<file path="config.mk">
export PLATFORM = sky130hd
export DESIGN_NAME = frac_reduce
export DESIGN_NICKNAME = d
export VERILOG_FILES = /design/src/rtl/frac_reduce.sv
export SDC_FILE = /design/constraint.sdc
export NUM_CORES = 1
export LEC_CHECK = 0
export BUFFER_PORTS_ARGS = -buffer_cell sky130_fd_sc_hd__buf_2
export CAP_MARGIN = 30
export CORE_MARGIN = 3
export CORE_UTILIZATION = 60
export CTS_CLUSTER_SIZE = 25
export DETAILED_ROUTE_END_ITERATION = 6
export PLACE_DENSITY = 0.81
export SLEW_MARGIN = 10
export SYNTH_ARGS = -nofsm -noshare
export SYNTH_HDL_FRONTEND = slang
export SYNTH_SLANG_ARGS = --single-unit
export TNS_END_PERCENT = 50
</file>
<file path="constraint.sdc">
create_clock -name clk -period 4.16 [get_ports clk]
set_input_delay 0.832 -clock clk [delete_from_list [all_inputs] [get_ports clk]]
set_output_delay 0.832 -clock clk [all_outputs]
set_load 0.02 [all_outputs]
</file>
<file path="src/rtl/frac_reduce.sv">
// frac_reduce: reduces an unsigned fraction by the GCD returned from the
// external Euclidean core, using two sequential restoring dividers.
module frac_reduce #(
    parameter int unsigned WIDTH   = 32,
    parameter int unsigned TIMEOUT = 255
) (
    input  logic             clk,
    input  logic             reset,
    input  logic             in_valid,
    output logic             in_ready,
    input  logic [WIDTH-1:0] in_num,
    input  logic [WIDTH-1:0] in_den,
    output logic             out_valid,
    input  logic             out_ready,
    output logic [WIDTH-1:0] out_num,
    output logic [WIDTH-1:0] out_den,
    output logic [WIDTH-1:0] out_gcd,
    output logic             out_err,
    output logic [WIDTH-1:0] gcd_opa,
    output logic [WIDTH-1:0] gcd_opb,
    output logic             gcd_start,
    input  logic [WIDTH-1:0] gcd_result,
    input  logic             gcd_done
);

    localparam int unsigned WCW = $clog2(TIMEOUT + 1);
    localparam int unsigned DCW = $clog2(WIDTH + 1);
    localparam int unsigned SW  = 2 * WIDTH + 1;

    localparam logic [2:0] S_IDLE  = 3'd0;
    localparam logic [2:0] S_ISSUE = 3'd1;
    localparam logic [2:0] S_WAIT  = 3'd2;
    localparam logic [2:0] S_DIV   = 3'd3;
    localparam logic [2:0] S_OUT   = 3'd4;

    // One restoring-division step: returns {next partial remainder, next quotient/dividend}
    function automatic logic [SW-1:0] div_step(
        input logic [WIDTH:0]   rem,
        input logic [WIDTH-1:0] q,
        input logic [WIDTH-1:0] d
    );
        logic [WIDTH:0] sh;
        logic [WIDTH:0] dd;
        sh = (rem << 1) | {{WIDTH{1'b0}}, q[WIDTH-1]};
        dd = {1'b0, d};
        if (sh >= dd) begin
            div_step = {sh - dd, q[WIDTH-2:0], 1'b1};
        end else begin
            div_step = {sh, q[WIDTH-2:0], 1'b0};
        end
    endfunction

    logic [2:0]       r_state, w_state_nxt;
    logic             r_in_ready, w_in_ready_nxt;
    logic             r_out_valid, w_out_valid_nxt;
    logic             r_gcd_start, w_gcd_start_nxt;
    logic [WIDTH-1:0] r_num, w_num_nxt;
    logic [WIDTH-1:0] r_den, w_den_nxt;
    logic [WIDTH-1:0] r_g, w_g_nxt;
    logic [WCW-1:0]   r_wcnt, w_wcnt_nxt;
    logic [DCW-1:0]   r_dcnt, w_dcnt_nxt;
    logic [WIDTH:0]   r_rem_n, w_rem_n_nxt;
    logic [WIDTH:0]   r_rem_d, w_rem_d_nxt;
    logic [WIDTH-1:0] r_q_n, w_q_n_nxt;
    logic [WIDTH-1:0] r_q_d, w_q_d_nxt;
    logic [WIDTH-1:0] r_out_num, w_out_num_nxt;
    logic [WIDTH-1:0] r_out_den, w_out_den_nxt;
    logic [WIDTH-1:0] r_out_gcd, w_out_gcd_nxt;
    logic             r_out_err, w_out_err_nxt;
    logic [SW-1:0]    w_step_n;
    logic [SW-1:0]    w_step_d;

    assign w_step_n = div_step(r_rem_n, r_q_n, r_g);
    assign w_step_d = div_step(r_rem_d, r_q_d, r_g);

    assign in_ready  = r_in_ready;
    assign out_valid = r_out_valid;
    assign out_num   = r_out_num;
    assign out_den   = r_out_den;
    assign out_gcd   = r_out_gcd;
    assign out_err   = r_out_err;
    assign gcd_opa   = r_num;
    assign gcd_opb   = r_den;
    assign gcd_start = r_gcd_start;

    // Next-state and next-register values for the job sequencer and dividers
    always_comb begin
        w_state_nxt     = r_state;
        w_gcd_start_nxt = 1'b0;
        w_num_nxt       = r_num;
        w_den_nxt       = r_den;
        w_g_nxt         = r_g;
        w_wcnt_nxt      = r_wcnt;
        w_dcnt_nxt      = r_dcnt;
        w_rem_n_nxt     = r_rem_n;
        w_rem_d_nxt     = r_rem_d;
        w_q_n_nxt       = r_q_n;
        w_q_d_nxt       = r_q_d;
        w_out_num_nxt   = r_out_num;
        w_out_den_nxt   = r_out_den;
        w_out_gcd_nxt   = r_out_gcd;
        w_out_err_nxt   = r_out_err;

        case (r_state)
            S_IDLE: begin
                if (in_valid) begin
                    w_num_nxt = in_num;
                    w_den_nxt = in_den;
                    if (in_den == '0) begin
                        w_state_nxt   = S_OUT;
                        w_out_num_nxt = in_num;
                        w_out_den_nxt = '0;
                        w_out_gcd_nxt = '0;
                        w_out_err_nxt = 1'b1;
                    end else if (in_num == '0) begin
                        w_state_nxt   = S_OUT;
                        w_out_num_nxt = '0;
                        w_out_den_nxt = WIDTH'(1);
                        w_out_gcd_nxt = in_den;
                        w_out_err_nxt = 1'b0;
                    end else begin
                        w_state_nxt     = S_ISSUE;
                        w_gcd_start_nxt = 1'b1;
                    end
                end
            end
            S_ISSUE: begin
                w_state_nxt = S_WAIT;
                w_wcnt_nxt  = '0;
            end
            S_WAIT: begin
                if (gcd_done) begin
                    w_state_nxt = S_DIV;
                    w_g_nxt     = gcd_result;
                    w_rem_n_nxt = '0;
                    w_rem_d_nxt = '0;
                    w_q_n_nxt   = r_num;
                    w_q_d_nxt   = r_den;
                    w_dcnt_nxt  = '0;
                end else if (r_wcnt == WCW'(TIMEOUT - 1)) begin
                    w_state_nxt   = S_OUT;
                    w_out_num_nxt = r_num;
                    w_out_den_nxt = r_den;
                    w_out_gcd_nxt = '0;
                    w_out_err_nxt = 1'b1;
                end else begin
                    w_wcnt_nxt = r_wcnt + WCW'(1);
                end
            end
            S_DIV: begin
                w_rem_n_nxt = w_step_n[SW-1:WIDTH];
                w_q_n_nxt   = w_step_n[WIDTH-1:0];
                w_rem_d_nxt = w_step_d[SW-1:WIDTH];
                w_q_d_nxt   = w_step_d[WIDTH-1:0];
                if (r_dcnt == DCW'(WIDTH - 1)) begin
                    w_state_nxt   = S_OUT;
                    w_out_num_nxt = w_step_n[WIDTH-1:0];
                    w_out_den_nxt = w_step_d[WIDTH-1:0];
                    w_out_gcd_nxt = r_g;
                    w_out_err_nxt = 1'b0;
                end else begin
                    w_dcnt_nxt = r_dcnt + DCW'(1);
                end
            end
            S_OUT: begin
                if (out_ready) begin
                    w_state_nxt = S_IDLE;
                end
            end
            default: begin
                w_state_nxt = S_IDLE;
            end
        endcase

        w_in_ready_nxt  = (w_state_nxt == S_IDLE);
        w_out_valid_nxt = (w_state_nxt == S_OUT);
    end

    // State and datapath registers with synchronous reset
    always_ff @(posedge clk) begin
        if (reset) begin
            r_state     <= S_IDLE;
            r_in_ready  <= 1'b1;
            r_out_valid <= 1'b0;
            r_gcd_start <= 1'b0;
            r_num       <= '0;
            r_den       <= '0;
            r_g         <= '0;
            r_wcnt      <= '0;
            r_dcnt      <= '0;
            r_rem_n     <= '0;
            r_rem_d     <= '0;
            r_q_n       <= '0;
            r_q_d       <= '0;
            r_out_num   <= '0;
            r_out_den   <= '0;
            r_out_gcd   <= '0;
            r_out_err   <= 1'b0;
        end else begin
            r_state     <= w_state_nxt;
            r_in_ready  <= w_in_ready_nxt;
            r_out_valid <= w_out_valid_nxt;
            r_gcd_start <= w_gcd_start_nxt;
            r_num       <= w_num_nxt;
            r_den       <= w_den_nxt;
            r_g         <= w_g_nxt;
            r_wcnt      <= w_wcnt_nxt;
            r_dcnt      <= w_dcnt_nxt;
            r_rem_n     <= w_rem_n_nxt;
            r_rem_d     <= w_rem_d_nxt;
            r_q_n       <= w_q_n_nxt;
            r_q_d       <= w_q_d_nxt;
            r_out_num   <= w_out_num_nxt;
            r_out_den   <= w_out_den_nxt;
            r_out_gcd   <= w_out_gcd_nxt;
            r_out_err   <= w_out_err_nxt;
        end
    end

endmodule

</file>
==> impl_metrics.ini <==
[status]
status = finished, violations left
violations = DRC

[clock_tree]
cts.path.max_buffers = 3
cts_buffers = 37
cts-hold-fix-buffers = 0
clk_latency_ns = 0.52
h-tree-depth = 2
clk_pin_slew_ns = 0.06
cts_root_buf = clkbuf_16
cts-resized-gates = 0
clock_sinks = 341
cts_setup_buffers = 0
cts_tree = done

[setup_path]
rrSetupSlack_ns = 0.64
reg2reg_from = r_g[23]
crit_type = register to register
critPathMaxFanout = 28
rr_endpoint = r_rem_d[22]
critPathMaxStageDelay_ns = 0.55
required_ns = 4.56
cpMaxStageDelayCell = or4_4
startpoint_type = register
path_delay_family = simple AND/OR/NAND/NOR gates
crit_arrival_ns = 3.92
cp_cell_sequence = inv_1 -> ha_1 -> nand3_1 -> or4_4 -> o31a_1 -> and3b_1 -> o2111a_2 -> nor2_4 -> buf_12 -> nor2_1 -> a22oi_1 -> o21ai_1
path_buf_inv = 2
ff2ff_path_depth = 12
end_kind = register

[die]
die_width_um = 175.1
num_io_pins = 265
core_um2 = 28010
start_util_pct = 61.26
rows = 61
dieHeight_um = 175.1
die_area_um2 = 30660

[synth]
ys_seq_area_share_pct = 39.78
ys.flop_type = dfxtp_1
synthCells = 2117
ys_ff_latch = 341
synthAdderAreaFrac_pct = 5.119
synth_mux_area_share_pct = 1.291
yosysWarnings = 0
synthArstFlopShare_pct = 0
synthXorXnorAreaFrac_pct = 3.216
synth-compound-area-share_pct = 27.07
yosys.cell_types.count = 85
syn-cell-area_um2 = 17160
syn-num-nets = 2287
synth_edf_count = 0
synth-simple-area-share_pct = 18.10
synth_area_per_cell_um2 = 8.105
synth_top_family_by_area = compound AO/OA/AOI/OAI gates

[worst_hold_path]
holdCritStartpoint = r_rem_d[19]
hold-path-cell-count = 2
min_to = r_rem_d[19]
hp-class = register to register

[timing]
fin_setup_tns_ns = 0
rsz0062_at_grt = no
tightest_slew_ns = 1.001
setup_violations = 0
slew_violations = 0
hold_violations = 0
hold_ws_ns = 0.4666
fin_skew_ns = 0.01581
timing.final.crit_share_pct = 84.53
maxClockFrequency_mhz = 284.4
post-route-min-period_ns = 3.517
slew_headroom_pct = 33.17

[cells_and_area]
syn2layout_area_growth_pct = 15.41
drive_above_1_share_pct = 16.76
mostFrequentLayoutCells = nand2_1, dfxtp_1, buf_2
nNetsFinal = 2460
final_common_cell = nand2_1

[global_route]
track_usage_pct = 31.46
grt_pass1_wl_um = 80360
first_global_vias = 15300
grt_overflow = 0
antenna_found_initial = 4
grt_max_degree = 89

[pwr]
leakage_nw = 8.044
ir_drop_uv = 665.7
power_density_nw_per_um2 = 688.3

[drt]
vias_per_cell = 6.272
avgRoutedWirePerCell_um = 18.88
drt_iter0_markers = 2265
wl_um = 50910
via_count = 16916
drcViolationCount = 17
ant_nets = 0
first_pass_iters = 7

[placed_design]
portBuffers = 264
place_hpwl_um = 35240
gp_congestion = 0.9369

[job]
drv_cap = 0
[registers in the layout, indices dropped and copies added, names as in the netlist]
signal     count
out_err        1
r_state        3
out_den       32
r_rem_n       32
r_dcnt         6
out_gcd       32
gcd_opb       32
r_rem_d       32
gcd_start      1
r_wcnt         8
r_q_n         32
out_valid      1
r_q_d         32
out_num       32
gcd_opa       32
r_g           32
in_ready       1
[per-stage QoR]
stage	total power [mW]	instances	utilization, %	worst slack, ns	cell area (um2)
floorplan	8.973	2117	-	1.331	17160
global placement	10.16	2627	66.16	0.5300	18530
detailed placement	10.28	2629	66.31	0.4568	18570
CTS	13.58	2693	70.67	0.6912	19790
global route	14.42	2697	70.70	0.4651	19800
finish	13.63	2697	70.70	0.6434	19800
[power by group]
part | switching (mW) | internal, mW | total, mW
combinational | 3.82 | 2.46 | 6.28
clock | 1.31 | 1.99 | 3.30
sequential | 0.333 | 3.71 | 4.05
[worst max-delay path by stage]
stage                     startpoint     endpoint  slack [ns]  cells after the start
after floorplan               r_g[5]  r_rem_n[30]        1.33                     11
after global placement     in_den[6]   out_den[0]        0.53                     11
after detailed placement   in_den[6]   out_den[0]        0.46                     11
after CTS                    r_g[23]  r_rem_d[31]        0.69                     12
after global routing         r_g[23]  r_rem_d[22]        0.47                     12
final                        r_g[23]  r_rem_d[22]        0.64                     12
[synth_stat cells (all sizes together) (4+ instances only)]
master | count | area, um2
and2 | 9 | 58.81
o21a | 14 | 105.1
a41oi | 5 | 62.56
nand4 | 19 | 118.9
ha | 67 | 838.3
nor2b | 7 | 43.79
nor4 | 20 | 125.1
o21ai | 99 | 499.2
a22oi | 90 | 675.7
nand2 | 386 | 1454
buf | 33 | 207.7
inv | 45 | 168.9
a21o | 25 | 188.9
and3 | 6 | 38.79
a31oi | 6 | 37.54
mux2i | 21 | 210.2
nor2 | 210 | 795.8
and4 | 4 | 35.03
a221oi | 4 | 35.03
a311oi | 42 | 380.4
clkbuf | 125 | 521.8
o21bai | 13 | 101.4
nand2b | 11 | 68.82
a32oi | 11 | 96.34
nor3 | 15 | 80.08
nand3 | 21 | 110.1
a21oi | 207 | 1044
a222oi | 31 | 310.3
a211oi | 105 | 788.3
xor2 | 32 | 280.3
or3 | 4 | 25.02
xnor2 | 31 | 271.5
dfxtp | 341 | 6827
[worst register-to-register path, cell delays in order (launching register included)]
cell and delay [ns]:
dfxtp_1 0.40, inv_1 0.13, ha_1 0.45, nand3_1 0.19
or4_4 0.55, o31a_1 0.31, and3b_1 0.17, o2111a_2 0.17
nor2_4 0.37, buf_12 0.26, nor2_1 0.13, a22oi_1 0.19
o21ai_1 0.08
[cell type report]
cell class	count	area [um2]
Timing Repair Buffer	295	1653
Multi-Input combinational cell	1570	9453
Clock inverter	9	135.1
Clock buffer	55	1085
Antenna cell	4	10.01
Tap cell	378	473.0
Sequential cell	341	6827
Inverter	45	168.9
Fill cell	2310	8207
[metal layers]
layer / GRT usage (%) / routed length, um / up-vias
li1: - / - / 8009
met1: 42.84 / 21280 / 8002
met2: 52.10 / 24180 / 798
met3: 3.585 / 3910 / 107
met4: 10.64 / 1533 / 0
met5: 0 / 0 / -
[kinds of logic (layout without fill, tap and decap cells)]
kind of cell             Yosys count  after routing
XOR/XNOR                          63             63
flip-flops                       341            341
adder cells (fa/ha/maj)           69             69
AND/OR/NAND/NOR                  730            730
multiplexers                      22             22
buffers and inverters            206            404
AO/OA/AOI/OAI                    686            686
other                              0              4
Power figures use the tool's default switching activity.
